### src/rtl/writeback_stage_unit.sv
// MEM/WB pipeline register and result selection for the writeback stage.
// Optional build macro: WB_X0_WRITE_GUARD_EN keeps register-file writes to x0 from being issued.
module writeback_stage_unit #(
    parameter int DPW = 32
) (
    input  logic           clk,
    input  logic           rst_n,
    input  logic           regwriteM,
    input  logic           resultsrcM,
    input  logic [DPW-1:0] aluresultM,
    input  logic [DPW-1:0] ReadDataM,
    input  logic [4:0]     RdM,
    output logic           regwriteW,
    output logic           resultsrcW,
    output logic [DPW-1:0] resultW,
    output logic [4:0]     RdW
);

    logic           regwriteR;
    logic           resultsrcR;
    logic [DPW-1:0] aluresultR;
    logic [DPW-1:0] readDataR;
    logic [4:0]     rdR;
    logic           regwriteNextS;
    logic [DPW-1:0] resultS;

    // Write-enable value to be captured on the next edge.
    always_comb begin
        regwriteNextS = 1'b0;
`ifdef WB_X0_WRITE_GUARD_EN
        if (RdM != 5'd0) begin
            regwriteNextS = regwriteM;
        end else begin
            regwriteNextS = 1'b0;
        end
`else
        regwriteNextS = regwriteM;
`endif
    end

    // MEM/WB pipeline register; loads every cycle, no stall or flush.
    always_ff @(posedge clk or negedge rst_n) begin
        if (!rst_n) begin
            regwriteR  <= 1'b0;
            resultsrcR <= 1'b0;
            aluresultR <= {DPW{1'b0}};
            readDataR  <= {DPW{1'b0}};
            rdR        <= 5'd0;
        end else begin
            regwriteR  <= regwriteNextS;
            resultsrcR <= resultsrcM;
            aluresultR <= aluresultM;
            readDataR  <= ReadDataM;
            rdR        <= RdM;
        end
    end

    // Result mux built only from registered values, so M-stage changes never leak through.
    always_comb begin
        resultS = {DPW{1'b0}};
        if (resultsrcR) begin
            resultS = readDataR;
        end else begin
            resultS = aluresultR;
        end
    end

    assign regwriteW  = regwriteR;
    assign resultsrcW = resultsrcR;
    assign RdW        = rdR;
    assign resultW    = resultS;

endmodule

### config.mk
export PLATFORM = sky130hd
export DESIGN_NAME = writeback_stage_unit
export DESIGN_NICKNAME = d
export VERILOG_FILES = /design/src/rtl/writeback_stage_unit.sv
export SDC_FILE = /design/constraint.sdc
export NUM_CORES = 1
export LEC_CHECK = 0
export CORE_MARGIN = 8
export CORE_UTILIZATION = 30
export DETAILED_ROUTE_END_ITERATION = 10
export GPL_TIMING_DRIVEN = 1
export PLACE_DENSITY = 0.74
export SYNTH_ARGS = -nofsm -noshare
export SYNTH_HDL_FRONTEND = slang
export SYNTH_SLANG_ARGS = --single-unit
export TNS_END_PERCENT = 1
### constraint.sdc
create_clock -name clk -period 1.2 [get_ports clk]
set_input_delay 0.3 -clock clk [delete_from_list [all_inputs] [get_ports clk]]
set_output_delay 0.3 -clock clk [all_outputs]
set_load 0.05 [all_outputs]
==> results of run 1 <==
registers in the layout, indices dropped and copies added, names as in the netlist:
register and cells:
RdW 5, resultsrcW 1, regwriteW 1, readDataR 32, aluresultR 32
worst max-delay path, stage by stage (launching register included):
cell     delay (ps)
dfrtp_2         420
buf_12          190
mux2_4          340
buf_12          150
synthesized netlist by cell type:
| cell | instances |
|---|---|
| buf_12 | 3 |
| buf_6 | 1 |
| dfrtp_1 | 71 |
| mux2_2 | 2 |
| mux2_4 | 30 |
how the worst min path moves through the flow:
stage | startpoint | to
final | rst_n | aluresultR[10]
after global routing | rst_n | readDataR[15]
after CTS | rst_n | aluresultR[10]
after detailed placement | rst_n | aluresultR[10]
after global placement | rst_n | readDataR[15]
after floorplan | rst_n | RdW[0]
timing repair:
| action | CTS | global route |
|---|---|---|
| endpoints found under the hold margin | 5 | 0 |
| setup endpoints to repair | 38 | 39 |
| hold buffers | 1 | 0 |
| resized for setup | 1 | 0 |
stage by stage:
step           total power, mW  utilization [%]  instances  worst slack, ps
2_1_floorplan             3.14                -        107             -309
3_3_place_gp              3.88             52.1        323             -180
3_5_place_dp              3.90             52.1        323             -192
4_1_cts                   6.01             55.2        340             -555
5_1_grt                   6.20             55.2        340             -593
6_report                  5.90             55.2        340             -530
where the power goes:
| part | internal, mW | switching [mW] | leakage, nW |
|---|---|---|---|
| Clock | 1.23 | 0.835 | 0.110 |
| Sequential | 2.51 | 0.0419 | 0.826 |
| Combinational | 0.717 | 0.570 | 0.955 |
| Total | 4.46 | 1.45 | 1.89 |
cell families after synthesis:
kind of cell	share of synthesized area, %
flops	76.5
buf+inv	3.07
mux	20.4
area by class of cell:
cell class / count / area (um2)
Tap cell: 102 / 128
Sequential cell: 71 / 1780
Timing Repair Buffer: 119 / 1600
Clock inverter: 5 / 81.3
Clock buffer: 11 / 141
Fill cell: 606 / 3410
Multi-Input combinational cell: 32 / 473
metal layers:
layer / up-vias / GRT usage, % / routed length (um)
met2: 60 / 19.7 / 3060
met5: - / 0 / 0
met3: 10 / 4.96 / 445
met4: 0 / 4.45 / 88
li1: 607 / - / -
met1: 634 / 10.1 / 1790
==> impl_metrics.py, run 1 <==
metrics = {
    "finish": {
        "layout.cells.most_common": "clkdlybuf4s50_1",
        "layout_common_cells": "71 x clkdlybuf4s50_1, 70 x dfrtp_1, 42 x buf_12",
        "stdcell_area_um2": 4200,
        "nets": 306,
        "syn_to_final_growth_pct": 81.0,
        "n_antenna_cell": 0,
        "drive_gt1_share_pct": 39.9,
    },
    "cts": {
        "root_buffer": "clkbuf_8",
        "cts_max_level": 3,
        "numCtsBuffers": 9,
        "post_cts_buffers": 0,
        "clock_path_buffers": 2,
        "numClockSinks": 71,
        "clkTransAtPathRegs_ps": 70,
        "cts_tree": "done",
    },
    "drt": {
        "drt-total-wl_um": 5380,
        "drc": 0,
        "initialDrtViolationCount": 47,
        "wl_per_cell_um": 15.8,
        "routed_via_density": 3.86,
        "num_vias": 1311,
        "ant_nets": 0,
        "drt_pass1_iterations": 2,
    },
    "timing": {
        "setup_slack_ps": -530,
        "period_minus_slack_ps": 1730,
        "setup_tns_ps": -16790,
        "hold_violations": 0,
        "holdWs_ps": 350,
        "finalCritPeriodShare_pct": 144,
        "rsz0062_at_grt": "true",
        "drv_slew": 0,
        "max_freq_mhz": 578,
        "final-setup-viol-count": 33,
        "worst_slew_pin_slew_ps": 223,
        "max_slew_margin_pct": 85.1,
    },
    "power_and_ir_drop": {
        "leakage_nw": 1.89,
        "power.density_nw_per_um2": 1410,
        "vdd_drop_max_uv": 800,
    },
    "critical_path": {
        "crit_path_end": "resultW[28]",
        "arrival_ps": 1430,
        "required_ps": 900,
        "critPathCaptureType": "primary output",
        "startpoint": "resultsrcW",
        "critPathLaunchType": "flop",
        "worst-path-max-fanout": 18,
        "critical_path_class": "flop to primary output",
    },
    "global_route": {
        "grtUsageTotal_pct": 10.8,
        "antenna_found_initial": 0,
        "grt_max_degree": 32,
        "grt_pass1_wl_um": 8930,
        "first_global_vias": 1616,
        "grt.overflow.total": 0,
    },
    "worst_hold_path": {
        "hold_class": "input port to async pin",
    },
    "floorplanning": {
        "rows": 32,
        "die_w_um": 104,
        "initial_core_util_pct": 30.5,
        "coreArea_um2": 7610,
        "die_y_um": 104,
        "pin_count": 112,
        "dieArea_um2": 10800,
    },
    "run_status": {
        "violations": "setup timing",
        "outcome": "finished, violations left",
    },
    "synth": {
        "synth_top_area_share_pct": 76.5,
        "synth-seq-cells": 71,
        "yosysTopAreaCell": "dfrtp_1",
        "synth_cells": 107,
        "ys_types": 5,
        "ys_warn_count": 0,
        "netlist_area_um2": 2320,
        "yosysSeqAreaShare_pct": 76.5,
        "syn_area_per_cell_um2": 21.7,
        "synthTopCellsByArea": "dfrtp_1 77%, mux2_4 19%, buf_12 2.6%, mux2_2 0.97%, buf_6 0.49%",
        "synth_nets": 180,
    },
    "flow_run": {
        "maxCapViolCount": 0,
    },
    "place": {
        "gp_routability_congestion": 0.704,
        "dp_hpwl_um": 4410,
        "portBuffers": 111,
        "placed_area_um2": 3970,
    },
}
Note: power is estimated with default switching activity, not from simulation.
==> inputs of run 2 (changes only) <==
Settings changed: PLACE_DENSITY 0.74 to unset, PLACE_DENSITY_LB_ADDON set to 0.25.
==> run 2 against run 1 <==
The run still ends with setup timing left. Final area is 1.2% lower. Highest routed layer unchanged. Routed wire length is 3.6% lower. Critical endpoint is now resultW[24]. Worst setup slack worse by 14 ps. Global-route usage is 0.61 points lower. Sequential share of layout area is 0.51 points higher. Via count is 1.5% higher. Clock-buffer cell count is 1 lower. Critical path depth stayed put. Die area stayed put. Flip-flop and latch count stayed put.
==> impl_metrics.py, run 2 (synthesized netlist as in run 1, its figures left out) <==
metrics = {
    "finish": {
        "layout_common_cells": "71 x clkdlybuf4s50_1, 70 x dfrtp_1, 41 x buf_12",
        "final-seq-area_um2": 1780,
        "syn_to_final_growth_pct": 78.9,
        "drive_gt1_share_pct": 40.1,
        "nets": 305,
        "layout.cells.most_common": "clkdlybuf4s50_1",
        "multi_input_area_um2": 473,
        "n_fill_cell": 618,
        "n_antenna_cell": 0,
    },
    "global_route": {
        "grtUsageTotal_pct": 10.2,
        "antenna_found_initial": 0,
        "first_global_vias": 1553,
        "grt.overflow.total": 0,
        "grt_max_degree": 37,
        "grt_pass1_wl_um": 8380,
    },
    "run_status": {
        "outcome": "finished, violations left",
        "violations": "setup timing",
    },
    "power_and_ir_drop": {
        "fin_total_pwr_mw": 5.58,
        "vdd_drop_max_uv": 702,
        "leakage_nw": 1.87,
        "power.density_nw_per_um2": 1340,
    },
    "critical_path": {
        "critPathCaptureType": "primary output",
        "worst-path-max-fanout": 13,
        "critPathLaunchType": "flop",
        "critical_path_class": "flop to primary output",
        "arrival_ps": 1440,
        "required_ps": 900,
    },
    "worst_hold_path": {
        "worstHoldPathCells": 1,
        "holdPathEnd": "readDataR[14]",
        "min-delay-start": "ReadDataM[14]",
        "hold_class": "input port to flop",
    },
    "timing": {
        "max_slew_margin_pct": 87.1,
        "setup_tns_ps": -17430,
        "worst_slew_pin_slew_ps": 193,
        "rsz0062_at_grt": "true",
        "final-setup-viol-count": 36,
        "drv_slew": 0,
        "hold_violations": 0,
        "period_minus_slack_ps": 1740,
        "setup_slack_ps": -545,
        "max_freq_mhz": 573,
        "finalCritPeriodShare_pct": 145,
    },
    "floorplanning": {
        "die_w_um": 104,
        "rows": 32,
        "coreArea_um2": 7610,
        "dieArea_um2": 10800,
        "pin_count": 112,
        "initial_core_util_pct": 30.5,
        "die_y_um": 104,
    },
    "cts": {
        "cts_max_level": 3,
        "cts_tree": "done",
        "clkTransAtPathRegs_ps": 80,
        "numClockSinks": 71,
        "clock_path_buffers": 2,
        "numCtsBuffers": 9,
        "root_buffer": "clkbuf_8",
    },
    "drt": {
        "routed_via_density": 3.93,
        "drc": 0,
        "ant_nets": 0,
        "num_vias": 1331,
        "drt-total-wl_um": 5180,
        "wl_per_cell_um": 15.3,
        "initialDrtViolationCount": 14,
        "drt_pass1_iterations": 3,
    },
    "flow_run": {
        "maxCapViolCount": 0,
    },
    "place": {
        "portBuffers": 111,
        "dp_hpwl_um": 4140,
        "gp_routability_congestion": 0.680,
    },
}
-- run 2: timing repair --
item | in CTS | in global routing
buffers inserted | 1 | 0
cloned | 0 | 0
gates resized for setup | 2 | 0
pin swaps | 0 | 0
hold buffers | 1 | 0
endpoints found under the setup margin | 39 | 39
hold endpoints to repair | 71 | 0
-- run 2: power breakdown --
group	switching [mW]	total (mW)	leakage [nW]	internal, mW
sequential	0.0405	2.55	0.826	2.51
combinational	0.564	1.27	0.947	0.709
clock	0.921	1.75	0.0935	0.831
-- run 2: cell type report --
type / count / share of cell area [%]
clock buffers: 10 / 3.32
clock inverters: 6 / 1.24
repair buffers: 118 / 38.2
flip-flops and latches: 71 / 42.8
multi-input cells: 32 / 11.4
well taps: 102 / 3.07
-- run 2: worst max-delay path by stage --
stage / start / cells after the start / end / slack (ps)
after floorplan: resultsrcW / 3 / resultW[0] / -310
after global placement: resultsrcW / 3 / resultW[1] / -200
after detailed placement: resultsrcW / 3 / resultW[3] / -220
after CTS: resultsrcW / 3 / resultW[3] / -580
after global routing: resultsrcW / 3 / resultW[3] / -620
final: resultsrcW / 3 / resultW[24] / -540
-- run 2: per-layer routing --
layer | track usage (%) | wire length (um) | vias up
met5 | 0 | 0 | -
met4 | 3.41 | 48 | 0
met3 | 6.20 | 502 | 6
met2 | 15.9 | 2580 | 68
met1 | 11.1 | 2050 | 651
li1 | - | - | 606
-- run 2: worst max-delay path: stages (launching register included) --
cell and delay, ps:
dfrtp_2 460, buf_12 170, mux2_4 320, buf_12 150
-- run 2: through the flow --
| step | utilization [%] | hold slack [ps] | setup slack (ps) | std cells | instance area (um2) |
|---|---|---|---|---|---|
| floorplan | - | 4.41 | -309 | 107 | 2320 |
| global placement | 51.8 | 317 | -205 | 321 | 3940 |
| detailed placement | 51.8 | 322 | -220 | 321 | 3940 |
| CTS | 54.6 | 372 | -576 | 339 | 4150 |
| global route | 54.6 | 351 | -616 | 339 | 4150 |
| finish | 54.6 | 388 | -545 | 339 | 4150 |
